[src/rtl/serial_adder_pkg.sv]
// serial_adder_pkg: shared types and elaboration helpers for serial_adder.
//   state_t    : FSM encoding (IDLE, RUN, DONE)
//   MIN_WIDTH  : smallest legal operand width
//   cnt_width  : digit-counter width for a given step count, never below 1
//   params_ok  : WIDTH/DIGIT legality check used at elaboration time
package serial_adder_pkg;

    typedef enum logic [1:0] {
        IDLE,
        RUN,
        DONE
    } state_t;

    localparam int unsigned MIN_WIDTH = 2;

    function automatic int unsigned cnt_width(input int unsigned steps);
        return (steps <= 1) ? 1 : $clog2(steps);
    endfunction

    function automatic bit params_ok(input int unsigned width, input int unsigned digit);
        return (width >= MIN_WIDTH) && (digit >= 1) && (digit <= width) &&
               ((width % digit) == 0);
    endfunction

endpackage

[src/rtl/serial_adder_full_adder_cell.sv]
// full_adder_cell: combinational one-bit full adder, chained DIGIT times
// inside serial_adder.
//   a, b : operand bits
//   c    : carry in
//   s    : sum bit
//   co   : carry out
module full_adder_cell (
    input  logic a,
    input  logic b,
    input  logic c,
    output logic s,
    output logic co
);

    always_comb begin
        s  = a ^ b ^ c;
        co = (a & b) | (c & (a ^ b));
    end

endmodule

[src/rtl/serial_adder.sv]
// serial_adder: multi-cycle adder processing DIGIT bits per clock through a
// ripple chain of full_adder_cell instances, carry registered between digits.
// Takes WIDTH/DIGIT RUN cycles per operation.
//   clk, rst_n          : clock, synchronous active-low reset
//   in_valid/in_ready   : operand handshake (a, b, cin [, sub])
//   out_valid/out_ready : result handshake (sum, cout, overflow)
// Optional macro SERIAL_ADDER_SUB_EN adds the sub port: b is inverted at
// capture and the carry seeded with 1, yielding a - b (cout=1 means no borrow).
module serial_adder
    import serial_adder_pkg::*;
#(
    parameter int unsigned WIDTH = 8,
    parameter int unsigned DIGIT = 1
) (
    input  logic             clk,
    input  logic             rst_n,
    input  logic             in_valid,
    output logic             in_ready,
    input  logic [WIDTH-1:0] a,
    input  logic [WIDTH-1:0] b,
    input  logic             cin,
    output logic             out_valid,
    input  logic             out_ready,
    output logic [WIDTH-1:0] sum,
    output logic             cout,
    output logic             overflow
`ifdef SERIAL_ADDER_SUB_EN
    ,
    input  logic             sub
`endif
);

    localparam int unsigned STEPS = WIDTH / DIGIT;
    localparam int unsigned CNT_W = cnt_width(STEPS);

    if (!params_ok(WIDTH, DIGIT)) begin : g_param_err
        $error("serial_adder: WIDTH must be >= 2 and a multiple of DIGIT");
    end

    state_t             state_q, state_d;
    logic [WIDTH-1:0]   a_q, a_d;
    logic [WIDTH-1:0]   b_q, b_d;
    logic [WIDTH-1:0]   acc_q, acc_d;
    logic [WIDTH-1:0]   sum_q, sum_d;
    logic               carry_q, carry_d;
    logic [CNT_W-1:0]   cnt_q, cnt_d;
    logic               cout_q, cout_d;
    logic               ovf_q, ovf_d;

    logic [DIGIT:0]     chain;
    logic [DIGIT-1:0]   dsum;

    assign chain[0] = carry_q;

    for (genvar i = 0; i < DIGIT; i++) begin : g_cell
        full_adder_cell u_cell (
            .a  (a_q[i]),
            .b  (b_q[i]),
            .c  (chain[i]),
            .s  (dsum[i]),
            .co (chain[i+1])
        );
    end

    always_comb begin
        state_d = state_q;
        a_d     = a_q;
        b_d     = b_q;
        acc_d   = acc_q;
        sum_d   = sum_q;
        carry_d = carry_q;
        cnt_d   = cnt_q;
        cout_d  = cout_q;
        ovf_d   = ovf_q;

        unique case (state_q)
            IDLE: begin
                if (in_valid) begin
                    a_d     = a;
                    b_d     = b;
                    carry_d = cin;
`ifdef SERIAL_ADDER_SUB_EN
                    if (sub) begin
                        b_d     = ~b;
                        carry_d = 1'b1;
                    end
`endif
                    cnt_d   = '0;
                    state_d = RUN;
                end
            end
            RUN: begin
                // New digit enters at the top so the LSB digit ends up lowest
                // after STEPS shifts.
                acc_d   = (acc_q >> DIGIT) | (WIDTH'(dsum) << (WIDTH - DIGIT));
                a_d     = a_q >> DIGIT;
                b_d     = b_q >> DIGIT;
                carry_d = chain[DIGIT];
                cnt_d   = cnt_q + CNT_W'(1);
                if (cnt_q == CNT_W'(STEPS - 1)) begin
                    // Output registers only update here, so sum stays stable
                    // outside DONE until the next result.
                    sum_d   = acc_d;
                    cout_d  = chain[DIGIT];
                    ovf_d   = chain[DIGIT-1] ^ chain[DIGIT];
                    state_d = DONE;
                end
            end
            DONE: begin
                if (out_ready) begin
                    state_d = IDLE;
                end
            end
            default: state_d = IDLE;
        endcase
    end

    always_ff @(posedge clk) begin
        if (!rst_n) begin
            state_q <= IDLE;
            a_q     <= '0;
            b_q     <= '0;
            acc_q   <= '0;
            sum_q   <= '0;
            carry_q <= 1'b0;
            cnt_q   <= '0;
            cout_q  <= 1'b0;
            ovf_q   <= 1'b0;
        end else begin
            state_q <= state_d;
            a_q     <= a_d;
            b_q     <= b_d;
            acc_q   <= acc_d;
            sum_q   <= sum_d;
            carry_q <= carry_d;
            cnt_q   <= cnt_d;
            cout_q  <= cout_d;
            ovf_q   <= ovf_d;
        end
    end

    assign in_ready  = (state_q == IDLE);
    assign out_valid = (state_q == DONE);
    assign sum       = sum_q;
    assign cout      = cout_q;
    assign overflow  = ovf_q;

endmodule

[config.mk]
export PLATFORM = sky130hd
export DESIGN_NAME = serial_adder
export DESIGN_NICKNAME = d
export VERILOG_FILES = /design/src/rtl/serial_adder_pkg.sv /design/src/rtl/serial_adder_full_adder_cell.sv /design/src/rtl/serial_adder.sv
export SDC_FILE = /design/constraint.sdc
export NUM_CORES = 1
export LEC_CHECK = 0
export BUFFER_PORTS_ARGS = -buffer_cell sky130_fd_sc_hd__buf_4
export CORE_UTILIZATION = 55
export CTS_BUF_LIST = sky130_fd_sc_hd__clkbuf_4
export DETAILED_ROUTE_END_ITERATION = 7
export PLACE_DENSITY = 0.8
export SLEW_MARGIN = 15
export SYNTH_ARGS = -nofsm -noshare
export SYNTH_HDL_FRONTEND = slang
export SYNTH_HIERARCHICAL = 1
export SYNTH_SLANG_ARGS = --single-unit
[constraint.sdc]
create_clock -name clk -period 2.5 [get_ports clk]
set_clock_uncertainty 0.1 [all_clocks]
set_input_delay 0.5 -clock clk [delete_from_list [all_inputs] [get_ports clk]]
set_output_delay 0.5 -clock clk [all_outputs]
set_load 0.05 [all_outputs]
# Yosys cells after proc, flatten, opt, wreduce, memory -nomap -nowiden
# Index checks and enable logic that the tools add are counted.
dict set report word_totals {
  out_inout_bits 12
  input_bits 21
  ram_bits 0
  romBits 0
  regBits 40
  wordCells 40
  latch_bits 0
  memories 0
}
dict set report classes {
  n_bitwise 7
  magnitude_cmp 0
  reduce_logical 5
  muxes 12
  eq_ne 6
  div 0
  mul 0
  shifts 0
  add_sub_neg 1
}
# cell count
set op_table {}
lappend op_table {{$pmux 8 s2} 2}
lappend op_table {{$mux 8} 2}
lappend op_table {{$or 7x8->8} 1}
lappend op_table {{$mux 2} 3}
lappend op_table {{$pmux 2 s3} 1}
lappend op_table {{$pmux 3 s2} 1}
lappend op_table {{$ne 2x2->1 const B} 2}
lappend op_table {{$reduce_and 2->1} 2}
lappend op_table {{$add 3x1->3 const B} 1}
lappend op_table {{$eq 3x3->1 const B} 1}
lappend op_table {{$mux 3} 1}
lappend op_table {{$reduce_and 3->1} 1}
lappend op_table {{$xor 1x1->1} 3}
lappend op_table {{$and 1x1->1} 2}
lappend op_table {{$eq 2x1->1 const B} 1}
lappend op_table {{$eq 2x2->1 const B} 1}
lappend op_table {{$logic_not 2->1} 1}
lappend op_table {{$ne 2x1->1 const B} 1}
lappend op_table {{$pmux 1 s2} 1}
lappend op_table {{$reduce_bool 2->1} 1}
lappend op_table {{$mux 1} 1}
lappend op_table {{$or 1x1->1} 1}

# Longest topological paths before layout
dict set report logic_depth {
  word_depth 4
  depth_mapped 6
  mapped_depth_nobuf 5
}

# Cells and area by module
# Netlist, hierarchy kept.
# mod cells_per_inst instances seq_area_each_um2 area_per_inst_um2
set modules_own_cells {}
lappend modules_own_cells {serial_adder 176 1 780.7 1645.3}
lappend modules_own_cells {full_adder_cell 1 1 0.0 20.0}

# Worst setup path after synthesis
# OpenSTA, ideal clock, no wires.
dict set report synth_timing {
  path_kind {reg2out}
  start {register state_q[1]}
  end {output port out_valid}
  stages_incl_launch_ff 3
  t_required_ns 1.900
  path_buffers 1
  t_arrival_ns 1.317
  slack_ns 0.583
  path_cell_list {dfxtp_1 -> clkbuf_1 -> nor2b_1}
}
dict set report synth_via {
  elab_chain_cells 1
}
# item line_no
set synth_rtl {}
lappend synth_rtl {{from (decl)} serial_adder.sv:40} ;# state_t state_q, state_d;
lappend synth_rtl {{from (signal assigned)} serial_adder.sv:130} ;# state_q <= state_d;
lappend synth_rtl {{$eq 2x2->1} serial_adder.sv:143} ;# assign out_valid = (state_q == DONE);
lappend synth_rtl {{to (decl)} serial_adder.sv:22} ;# output logic out_valid,
# No other way between the ends.

# Worst setup path in the final report
# Same ends and word-level chain as after synthesis.

==> run metrics <==
largest net degree at the start of global routing 40; crit path DAT about 1.3 ns; CP cell instances nor2b_1 -> buf_4; Initial Util 0.594; maxcap violations 0; post-route ant nets 0; layout cell share with drive strength beyond 1 0.252; Fill cells between 200 and 250; P per Cell Area between 500 and 600 nW/um^2; CP peak stage delay ~0.52 ns; CTS Buf Count 5; post-DR vias/cell 5.46; Register-to-Register Path Depth 3; status complete, but fails checks; Worst Setup Path Type reg -> out; Critical Path Slowest Stage Cell dfxtp_1; antenna cells 0; H-Tree Depth 2; clk slew on worst S/H paths ~0.11 ns; Hold Crit Class in -> reg; Die Wd approximately 57 um; GP Congestion around 0.73; root buffer cell clkbuf_4; CP max FO 13; Die Y roughly 57 um; Max VDD drop approximately 0.32 mV; Post-Route WL 2960 um; Post-synth EDFFs 0; commonest non-fill, non-tap cells in the layout dfxtp_1, buf_4, nand2_1; final hold vios 0; final HPWL from detailed placement slightly above 2000 um; crit path capture type output pin; gr ovfl total 0; synthesized area per cell 9.41 sq um; fin nets around 230; CTS sink count 39; asr flop ratio synth 0; RR Startpoint state_q[0]$_SDFFE_PN0P_; cts hold-fix bufs 0; IO Pins 33; syn nets 201; core area roughly 2800 sq um; r2r setup slk slightly below 0.8 ns; DRC Markers 5; Area growth, synth to finish 17.1%; minimum clock period between 1.5 and 2 ns; vias after detailed routing 1,294; clk buf depth 2; post-CTS resize count 0; mean routed wirelength per cell about 12 um; drt pass-1 iters 6; Reg-to-Reg End b_q[3]$_SDFFE_PN0P_; Data required, critical path 1.90 ns; worst slew pin tran 0.695 ns; Tcrit/Tclk final 0.746; Slew HR 0.537; hold path cells 3; TritonCTS clock tree built; Hold Startpoint a[3]; setup TNS 0 ns; Tot GR Track Use 0.200; post-synthesis register bit count 39; top cell family by delay on the critical path flip-flops; CP Launch Type flop; failing checks design-rule violations; synthesized cell area 1670 sq um; distinct cell type count after synthesis 28; Setup Buffers After CTS 0; Rows 19; initial antenna violation count 0; Buf/Inv on CP 1; Synth warnings 6; fmax 536 MHz; top_reg_cell synth dfxtp_1; vias in the first global route about 1,100; initial drt markers 38; RSZ-0062 raised after global routing no; commonest non-fill, non-tap cell in the layout dfxtp_1; clock latency on the worst-skew pair 0.34 ns; Lkg Pwr between 0.7 and 0.8 nW; final worst setup slack 0.636 ns; Hold Crit Endpoint a_q[3]$_SDFFE_PN0P_; Setup WS pre-CTS between 0.6 and 0.7 ns; die area 3250 sq um; max-slew violation count 0; Port Buffers 32; sequential cell area fraction in the yosys report 0.469; global-route wire length before repair 4980 um; endpoints failing setup 0; post-synthesis instance total 177
per-layer routing:
metal / global-route usage / routed length (um) / vias up
li1: - / - / 663
met1: 0.264 / 1420 / 599
met2: 0.299 / 1370 / 26
met3: 0.0612 / 124 / 6
met4: 0.0941 / 51 / 0
met5: 0 / 0 / -
cell type report:
type / instances / area, sq um / share of cell area
clock inverters: 1 / 5.00 / 0.00257
multi-input cells: 109 / 758 / 0.389
well taps: 31 / 38.8 / 0.0199
clock buffers: 7 / 52.6 / 0.0269
repair buffers: 34 / 255 / 0.131
flip-flops and latches: 39 / 781 / 0.400
inverters: 16 / 60.1 / 0.0308
cells in the mapped netlist, types with 2 or more instances:
library cell	n	area, sq um
buf_2	8	40.0
ha_1	2	25.0
mux2i_1	2	20.0
nor2b_1	6	37.5
inv_1	16	60.1
a22oi_1	2	15.0
o221ai_2	10	150
a21oi_1	15	75.1
nor2_1	2	7.51
clkbuf_1	3	11.3
o221ai_1	5	43.8
nand2_1	33	124
nand4bb_1	2	22.5
a21boi_0	18	135
dfxtp_1	39	781
o21ai_0	2	10.0
where the power goes:
group / internal [mW] / switching [mW] / leakage [nW] / total, mW
clock network: 0.131 / 0.195 / 0.0361 / 0.326
registers: 0.650 / 0.0217 / 0.319 / 0.672
logic: 0.0659 / 0.0693 / 0.406 / 0.135
state kept, by name, summed over array words and instances, names as in the netlist:
register	cells
b_q	8
cout	1
state_q	2
acc_q	7
overflow	1
a_q	8
carry_q	1
cnt_q	3
sum	8
worst max path at each step:
stage	startpoint	end	slack (ns)	cells past startpoint
after global routing	state_q[1]$_SDFFE_PN0P_	out_valid	0.50	2
final	state_q[1]$_SDFFE_PN0P_	out_valid	0.64	2
after CTS	state_q[1]$_SDFFE_PN0P_	out_valid	0.62	2
after detailed placement	in_valid	b_q[3]$_SDFFE_PN0P_	0.64	4
after global placement	in_valid	b_q[0]$_SDFFE_PN0P_	0.67	4
after floorplan	state_q[1]$_SDFFE_PN0P_	out_valid	0.58	2
through the flow:
stage	util	area, sq um	total power, mW	instances	hold slack [ns]
floorplan	-	1670	0.778	177	0.323
global placement	0.675	1890	0.817	229	0.335
detailed placement	0.675	1890	0.822	229	0.337
CTS	0.695	1950	1.14	237	0.343
global route	0.695	1950	1.19	237	0.342
finish	0.695	1950	1.13	237	0.345
worst min-delay path, cell delays in order:
cell      delay (ns)
buf_4           0.08
o221ai_2        0.07
a21oi_1         0.10
cells by family (layout without fill, tap and decap cells):
group,Yosys count,after routing,share of synthesized area
compound gates,55,55,0.273
simple gates,48,48,0.138
flops,39,39,0.469
buf+inv,29,58,0.0759
fa+ha+maj,3,3,0.0270
mux,2,2,0.0120
xor+xnor,1,1,0.00526
(Power assumes the default switching activity.)
